File: src/rtl/imm_pkg.sv
// Shared definitions for the immediate decode unit.
//   fmt_e  : detected instruction format code (driven on FMT)
//   occ_e  : occupancy of the output/skid buffer pair
//   OP_*   : RV32I/RV64I major opcodes recognised by the extractor
package imm_pkg;

   typedef enum logic [2:0] {
      FMT_R   = 3'd0,
      FMT_I   = 3'd1,
      FMT_S   = 3'd2,
      FMT_B   = 3'd3,
      FMT_U   = 3'd4,
      FMT_J   = 3'd5,
      FMT_Z   = 3'd6,
      FMT_ILL = 3'd7
   } fmt_e;

   typedef enum logic [1:0] {
      OCC_EMPTY = 2'd0,
      OCC_ONE   = 2'd1,
      OCC_FULL  = 2'd2
   } occ_e;

   localparam logic [6:0] OP_LUI    = 7'b0110111;
   localparam logic [6:0] OP_AUIPC  = 7'b0010111;
   localparam logic [6:0] OP_JAL    = 7'b1101111;
   localparam logic [6:0] OP_JALR   = 7'b1100111;
   localparam logic [6:0] OP_LOAD   = 7'b0000011;
   localparam logic [6:0] OP_OPIMM  = 7'b0010011;
   localparam logic [6:0] OP_FENCE  = 7'b0001111;
   localparam logic [6:0] OP_BRANCH = 7'b1100011;
   localparam logic [6:0] OP_STORE  = 7'b0100011;
   localparam logic [6:0] OP_OP     = 7'b0110011;
   localparam logic [6:0] OP_SYSTEM = 7'b1110011;

endpackage

File: src/rtl/imm_extract.sv
// Combinational format detection and immediate extraction.
// Ports:
//   instruct : 32-bit instruction word
//   imm      : immediate, sign-extended (zero-extended for Z) to XLEN
//   fmt      : detected format
module imm_extract
   import imm_pkg::*;
#(
   parameter int XLEN = 32
) (
   input  logic [31:0]     instruct,
   output logic [XLEN-1:0] imm,
   output fmt_e            fmt
);

   // Every format's immediate fits in 32 bits, so build it at 32 bits
   // already extended and then widen by sign. Z has bit 31 clear, so the
   // final sign extension leaves it zero-extended.
   logic [31:0] imm32;

   always_comb begin
      fmt = FMT_ILL;
      case (instruct[6:0])
         OP_LUI, OP_AUIPC:                     fmt = FMT_U;
         OP_JAL:                               fmt = FMT_J;
         OP_JALR, OP_LOAD, OP_OPIMM, OP_FENCE: fmt = FMT_I;
         OP_BRANCH:                            fmt = FMT_B;
         OP_STORE:                             fmt = FMT_S;
         OP_OP:                                fmt = FMT_R;
         OP_SYSTEM:                            fmt = instruct[14] ? FMT_Z : FMT_I;
         default:                              fmt = FMT_ILL;
      endcase
   end

   always_comb begin
      imm32 = 32'd0;
      case (fmt)
         FMT_I: imm32 = {{20{instruct[31]}}, instruct[31:20]};
         FMT_S: imm32 = {{20{instruct[31]}}, instruct[31:25], instruct[11:7]};
         FMT_B: imm32 = {{19{instruct[31]}}, instruct[31], instruct[7],
                         instruct[30:25], instruct[11:8], 1'b0};
         FMT_J: imm32 = {{11{instruct[31]}}, instruct[31], instruct[19:12],
                         instruct[20], instruct[30:21], 1'b0};
         FMT_U: imm32 = {instruct[31:12], 12'd0};
         FMT_Z: imm32 = {27'd0, instruct[19:15]};
         default: imm32 = 32'd0;
      endcase
   end

   assign imm = XLEN'($signed(imm32));

endmodule

File: src/rtl/imm_decode_unit.sv
// Immediate decode unit with valid/ready handshake on both sides.
// An accepted instruction is decoded at the input side and lands in the
// output register one cycle later; a single skid register absorbs one
// extra entry when the consumer stalls, so IN_READY can be a flop.
//
//   state     | meaning
//   ----------+------------------------------------------
//   OCC_EMPTY | no entry held, OUT_VALID=0
//   OCC_ONE   | output register valid, skid empty
//   OCC_FULL  | output and skid valid, input blocked
//
// Ports:
//   CLK, RST             : clock, asynchronous active-high reset
//   IN_VALID/IN_READY    : input handshake (INSTRUCT, PC)
//   OUT_VALID/OUT_READY  : output handshake (IMM, FMT, TARGET, ILLEGAL)
//   TARGET               : PC + IMM modulo 2^XLEN (0 when TARGET_EN=0)
module imm_decode_unit
   import imm_pkg::*;
#(
   parameter int XLEN      = 32,
   parameter bit TARGET_EN = 1'b1
) (
   input  logic            CLK,
   input  logic            RST,
   input  logic            IN_VALID,
   output logic            IN_READY,
   input  logic [31:0]     INSTRUCT,
   input  logic [XLEN-1:0] PC,
   output logic            OUT_VALID,
   input  logic            OUT_READY,
   output logic [XLEN-1:0] IMM,
   output logic [2:0]      FMT,
   output logic [XLEN-1:0] TARGET,
   output logic            ILLEGAL
);

   typedef struct packed {
      logic [XLEN-1:0] imm;
      logic [XLEN-1:0] target;
      fmt_e            fmt;
      logic            ill;
   } entry_t;

   localparam entry_t ENTRY_RST = '{imm: '0, target: '0, fmt: FMT_R, ill: 1'b0};

   logic [XLEN-1:0] ext_imm;
   fmt_e            ext_fmt;
   entry_t          in_entry;

   occ_e   state_q, state_d;
   entry_t out_q, out_d;
   entry_t skid_q, skid_d;
   logic   in_ready_q, in_ready_d;
   logic   push, pop;

   imm_extract #(.XLEN(XLEN)) u_extract (
      .instruct (INSTRUCT),
      .imm      (ext_imm),
      .fmt      (ext_fmt)
   );

   always_comb begin
      in_entry.imm    = ext_imm;
      in_entry.target = TARGET_EN ? (PC + ext_imm) : '0;
      in_entry.fmt    = ext_fmt;
      in_entry.ill    = (ext_fmt == FMT_ILL);
   end

   always_comb begin
      state_d = state_q;
      out_d   = out_q;
      skid_d  = skid_q;
      push    = IN_VALID && in_ready_q;
      pop     = (state_q != OCC_EMPTY) && OUT_READY;
      case (state_q)
         OCC_EMPTY: begin
            if (push) begin
               out_d   = in_entry;
               state_d = OCC_ONE;
            end
         end
         OCC_ONE: begin
            if (push && pop) begin
               out_d = in_entry;
            end else if (push) begin
               skid_d  = in_entry;
               state_d = OCC_FULL;
            end else if (pop) begin
               state_d = OCC_EMPTY;
            end
         end
         OCC_FULL: begin
            // input is blocked here because in_ready_q is low
            if (pop) begin
               out_d   = skid_q;
               state_d = OCC_ONE;
            end
         end
         default: state_d = OCC_EMPTY;
      endcase
      // ready next cycle means the skid register will be empty
      in_ready_d = (state_d != OCC_FULL);
   end

   always_ff @(posedge CLK or posedge RST) begin
      if (RST) begin
         state_q    <= OCC_EMPTY;
         out_q      <= ENTRY_RST;
         skid_q     <= ENTRY_RST;
         in_ready_q <= 1'b1;
      end else begin
         state_q    <= state_d;
         out_q      <= out_d;
         skid_q     <= skid_d;
         in_ready_q <= in_ready_d;
      end
   end

   assign IN_READY  = in_ready_q;
   assign OUT_VALID = (state_q != OCC_EMPTY);
   assign IMM       = out_q.imm;
   assign TARGET    = out_q.target;
   assign FMT       = out_q.fmt;
   assign ILLEGAL   = out_q.ill;

endmodule
File: config.mk
export PLATFORM = sky130hd
export DESIGN_NAME = imm_decode_unit
export DESIGN_NICKNAME = d
export VERILOG_FILES = /design/src/rtl/imm_pkg.sv /design/src/rtl/imm_extract.sv /design/src/rtl/imm_decode_unit.sv
export SDC_FILE = /design/constraint.sdc
export NUM_CORES = 1
export LEC_CHECK = 0
export CAP_MARGIN = 20
export CELL_PAD_IN_SITES_DETAIL_PLACEMENT = 2
export CELL_PAD_IN_SITES_GLOBAL_PLACEMENT = 2
export CORE_AREA = 2 2 160 162
export DETAILED_ROUTE_END_ITERATION = 16
export DIE_AREA = 0 0 162 164
export HOLD_SLACK_MARGIN = 0.05
export PLACE_DENSITY = 0.82
export SETUP_SLACK_MARGIN = 0.02
export SKIP_LAST_GASP = 1
export SYNTH_ARGS = -nofsm -noshare
export SYNTH_HDL_FRONTEND = slang
export SYNTH_SLANG_ARGS = --single-unit
File: constraint.sdc
create_clock -name CLK -period 6.7 [get_ports CLK]
set_input_delay 2.01 -clock CLK [delete_from_list [all_inputs] [get_ports CLK]]
set_output_delay 2.01 -clock CLK [all_outputs]
set_load 0.02 [all_outputs]
Yosys cells after proc, flatten, opt, wreduce, memory -nomap -nowiden
Cells that the tools add are included.
Word-level totals
  input bits: 68
  register bits: 139
  output and inout port bits: 70
  logic and storage cells: 59
Operators by class
  $add $sub $neg: 1
  eq/ne operators: 24
  reduce and logical (&&, ||, !) cells: 10
  muxes and demuxes: 13
  bitwise logic cells: 1
Operators with widths (number)
  $mux 68: 3
  $pmux 68 s3: 1
  $pmux 32 s6: 1
  $add 32x32->32: 1
  $eq 7x7->1 const B: 4
  $eq 7x6->1 const B: 3
  $pmux 3 s7: 1
  $eq 7x5->1 const B: 2
  $eq 3x3->1 const B: 4
  $mux 2: 5
  $ne 2x2->1 const B: 4
  $eq 7x2->1 const B: 1
  $eq 7x4->1 const B: 1
  $eq 3x2->1 const B: 2
  $pmux 2 s3: 1
  $reduce_and 4->1: 1
  $reduce_or 4->1: 1
  $eq 3x1->1 const B: 1
  $logic_and 1x1->1: 3
  $mux 3: 1
  $reduce_and 3->1: 1
  $reduce_bool 3->1: 1
  $eq 2x1->1 const B: 1
  $eq 2x2->1 const B: 1
  other kinds (4): 4

Longest topological paths before layout
  depth in word-level cells: 8
  mapped depth: 20
  depth with buffers taken out: 19

Cells and area by module
Synthesis repeated with hierarchy kept, for this count alone.
Second synthesis, totals
  cell total of the unflattened synthesis: 988
  area, all modules: 7971.4 µm²
Modules (own cells, without submodules)
  imm_decode_unit: seq. area each 3479.6 µm², instances 1, area an instance 7334.5 µm², cells an instance 880
  imm_extract: seq. area each 0.0 µm², instances 1, area an instance 636.9 µm², cells an instance 108

Worst setup path after synthesis
Ideal clock, no wire load.
  kind: in2reg
  from: input port INSTRUCT[6]
  to: register skid_q[35] (netlist bit)
  library setup time: 0.130 ns
  data arrival time: 5.367 ns
  required time: 6.570 ns
  path buffers: 1
  stages: 16
  slack: 1.203 ns
  path through: buf_4 > or3b_4 > o21ai_0 > a211oi_2 > a222oi_1 > inv_1 > ha_1 > a211oi_1 > o21ai_1 > nand4_1 > a21oi_2 > a31o_2 > a211oi_2 > a21oi_1 > xnor2_1 > o21ai_1
Between the ends
  word-level cells in the longest chain between the ends: 6
  elaborated cells between the ends (all ways): 22
  classes of those cells: add/sub: 1; eq/ne: 17; mux: 2; reduce/logical: 2
RTL lines
  start, declared: line imm_decode_unit.sv:27  | input logic [31:0] INSTRUCT,
  $eq 7x7->1, or another cell as far along: line imm_extract.sv:23  | case (instruct[6:0])
  $reduce_or 4->1 or $reduce_or 2->1 (tied branches): line imm_extract.sv:23
  $pmux 3 s7 (*): line imm_extract.sv:23
  $eq 3x3->1, or another cell as far along: line imm_extract.sv:37  | case (fmt)
  $pmux 32 s6 (*): line imm_extract.sv:37
  via ext_imm[1]: line imm_decode_unit.sv:46  | logic [XLEN-1:0] ext_imm;
  $add 32x32->32 (*): line imm_decode_unit.sv:64  | in_entry.target = TARGET_EN ? (PC + ext_imm) : '0;
  end signal, assigned: line imm_decode_unit.sv:114  | skid_q <= skid_d;
  end, declared: line imm_decode_unit.sv:52  | entry_t skid_q, skid_d;
The timed path passes the listed nets; every way through them passes the cells marked *.
A chain may end at the register's enable or synchronous reset.

Worst setup path in the final report
  from: input port INSTRUCT[2]
  to: register skid_q[34] (netlist bit)
Same word-level chain as after synthesis.

==> impl_metrics.toml <==
[outcome]
status = "finished, final reports clean"

[floorplanning]
fp-row-count = 58
coreArea_um2 = 24800
dieArea_um2 = 26600
die_w_um = 162
io_pins = 138
initial_core_util = 0.316
dieHeight_um = 164

[grt]
track_usage = 0.222
first_global_vias = 7947
grt_use_met3 = 0.0321
grt_pass1_wl_um = 45300
use_met2 = 0.403
overflow = 0
top_usage_layer = "met2"
antenna_found_initial = 0
grt_max_degree = 84
use_met1 = 0.281

[sta]
worstMarginPinSlew_ns = 0.934
fin_skew_ns = 0.00951
post-route-min-period_ns = 6.27
rsz0062_at_grt = "false"
final-hold-violation-count = 0
drv_slew = 0
setup_ws_ns = 0.433
finalSetupViolations = 0
fmax_ghz = 0.160
timing.final.crit_share = 0.935
relSlewSlack = 0.375

[place]
dp_hpwl_um = 20800
io_buffer_count = 137
pre_cts_ws_ns = -0.0278
gp_congestion = 0.845
place_area_um2 = 9570

[logic_synthesis]
synth.avg_cell_area_um2 = 8.49
synth-simple-area-share = 0.187
syn-cell-area_um2 = 7840
synth_cell_types = 64
synth_top_family_by_area = "compound AO/OA/AOI/OAI gates"
synthMuxAreaShare = 0.00910
synth_area_leaders = "dfrtp_1 (44%), nand2_1 (9.8%), o21ai_0 (5.6%)"
netlist.area_leader.share = 0.441
synth_seq_cells = 139
synthCells = 923
yosys_warnings = 0
synth_compound_area_frac = 0.235
synth_edf_count = 0
synthXorXnorAreaFrac = 0.0302
yosysSeqAreaShare = 0.444
ys_async_sr_fraction = 1.00
synth_top_area_cell = "dfrtp_1"
yosys.area_share.adder = 0.0520
ys.flop_type = "dfrtp_1"
syn-num-nets = 1023

[layout]
syn_to_final_growth_pct = 30.1
drive_gt1_frac = 0.0960
fin_nets = 1149
final_util = 0.411
fin_area_um2 = 10200
antennaDiodeCount = 0

[routing]
vias = 7269
via_per_inst = 5.22
dr.pass1.iters = 4
drtAntennaViolNets = 0
wl_per_cell_um = 20.7
drt-initial-drc-count = 358
drt_wl_total_um = 28800
drc = 0

[clock_tree]
cts_setup_buffers = 0
htree_levels = 4
cts.repair.resized = 0
cts_sinks = 139
clock_latency_ns = 0.43
postCtsHoldBufs = 0
root_buffer = "clkbuf_16"
tritoncts = "done"
cts_max_path_buffers = 2
cts_buffers = 17
clk_pin_slew_ns = 0.06

[worst_setup_path]
worstSetupStartpointType = "input port"
critPathRequiredTime_ns = 7.01
cp_top_family = "compound AO/OA/AOI/OAI gates"
cp_slowest_cell = "clkdlybuf4s50_1"
crit_buf_inv = 3
r2r-start = "IN_READY"
max_stage_delay_ns = 0.58
worst-setup-path-type = "input port to flip-flop"
crit_start = "INSTRUCT[2]"
cp.arrival_ns = 6.58
end_kind = "flip-flop"
crit_path_max_fanout = 7
cp_cell_sequence = "clkdlybuf4s50_1, nand2b_4, or3_1, o21ai_0, a211oi_2, nor2b_4, a222oi_1, inv_1, ha_1, inv_1, fa_1, nor2b_1, o2111ai_1, nand4_1, nand3b_1, a21oi_1, nor3_1, o21ai_0, xor2_1, mux2_2"

[pwr]
p_leak_uw = 0.00486
vdd_drop_max_mv = 0.159
powerDensity_nw_per_um2 = 371

[hold_path]
min-delay-start = "skid_q[47]"
hold_path.class = "flip-flop to flip-flop"

[run]
cap_violations = 0
-- synth_stat cells, types with 3 or more instances --
cell type  count
nor2b_1        7
clkbuf_1      38
mux2i_1        6
o21ai_0       87
a21o_1        23
a31oi_1       19
xnor2_1       18
or3_1          3
o21ai_1       15
nand2b_1       3
inv_1         36
a21oi_1       83
and3_1         8
a21oi_2       19
nor3_1        11
a211oi_1       3
a22oi_1        3
buf_1          5
o21bai_1       3
buf_6          3
ha_1          31
nor2_1        78
and2_1         4
nand2_1      204
xor2_1         9
dfrtp_1      138
o21a_1         7
nand3_1        9
or2_2          6
-- layout by cell type (no fill, tap or decap), types with 3 or more instances in the layout --
cell type	Yosys	final
nand2_1	204	203
dfrtp_1	138	138
clkdlybuf4s50_1	0	137
o21ai_0	87	87
a21oi_1	83	82
nor2_1	78	78
inv_1	36	35
ha_1	31	31
a21o_1	23	22
a31oi_1	19	19
a21oi_2	19	19
xnor2_1	18	18
clkbuf_16	0	17
buf_4	1	17
o21ai_1	15	15
nor3_1	11	11
xor2_1	9	9
nand3_1	9	9
and3_1	8	8
o21a_1	7	7
clkinv_4	0	7
or2_2	6	6
nor2b_1	7	6
mux2i_1	6	6
and2_1	4	4
inv_6	0	4
or3_1	3	3
a22oi_1	3	3
o21bai_1	3	3
a211oi_1	3	3
bufinv_16	0	3
-- final cells by class --
class	instances	area, um2
fillers	2744	14600
repair buffers	154	1500
flip-flops and latches	139	3480
well taps	330	413
clock buffers	18	439
clock inverters	14	185
multi-input cells	701	4040
inverters	36	140
-- metal layers --
| layer | share of wire | vias to the layer above |
|---|---|---|
| li1 | - | 3408 |
| met4 | 0.013 | 0 |
| met5 | 0 | - |
| met2 | 0.52 | 128 |
| met1 | 0.44 | 3709 |
| met3 | 0.027 | 24 |
-- cell families (layout without fill, tap and decap cells) --
group	Yosys count	count (layout)
and+or+nand+nor	344	344
AOI/OAI and AO/OA	291	291
DFF	139	139
buffers and inverters	83	222
adders and majority gates	32	32
xor gates and xnor gates	27	27
muxes	7	7
-- worst reg2reg max path, cell delays in order (launching register included) --
cell     delay (ns)
dfstp_2        0.53
nand2_1        0.08
nor2_1         0.42
a21oi_1        0.13
nor2_1         0.24
a21o_2         0.33
buf_4          0.46
and3_1         0.24
a21oi_1        0.04
o21ai_0        0.10
-- stage by stage --
stage	hold slack [ns]	setup TNS (ns)	cells	power, uW
CTS	0.475	0	1392	3830
global placement	0.454	0	1360	2720
global route	0.505	0	1392	4020
finish	0.475	0	1392	3790
floorplan	0.441	0	923	2110
detailed placement	0.461	-0.0278	1360	2790
-- sequential cells by signal, indices dropped and copies added, names as in the netlist --
| signal | flops |
|---|---|
| skid_q | 68 |
| FMT | 3 |
| IMM | 32 |
| state_q | 2 |
| TARGET | 32 |
| ILLEGAL | 1 |
| IN_READY | 1 |
-- final timing paths --
path / endpoint / cells past startpoint / slack, ns
max: skid_q[34] / 20 / 0.43
min: skid_q[47] / 2 / 0.48
max reg2reg: TARGET[24] / 9 / 4.04
min reg2reg: skid_q[47] / 2 / 0.48
max in group asynchronous: skid_q[16] / 3 / 3.61
min in group asynchronous: IMM[20] / 2 / 2.08
-- where the power goes --
group | internal (uW) | leakage [uW] | total [uW] | switching, uW
registers | 1160 | 0.00173 | 1360 | 202
logic | 590 | 0.00283 | 1410 | 820
clock network | 603 | 0.000302 | 1020 | 413
total | 2350 | 0.00486 | 3790 | 1440
No activity file was read; power rests on OpenSTA's default activity.
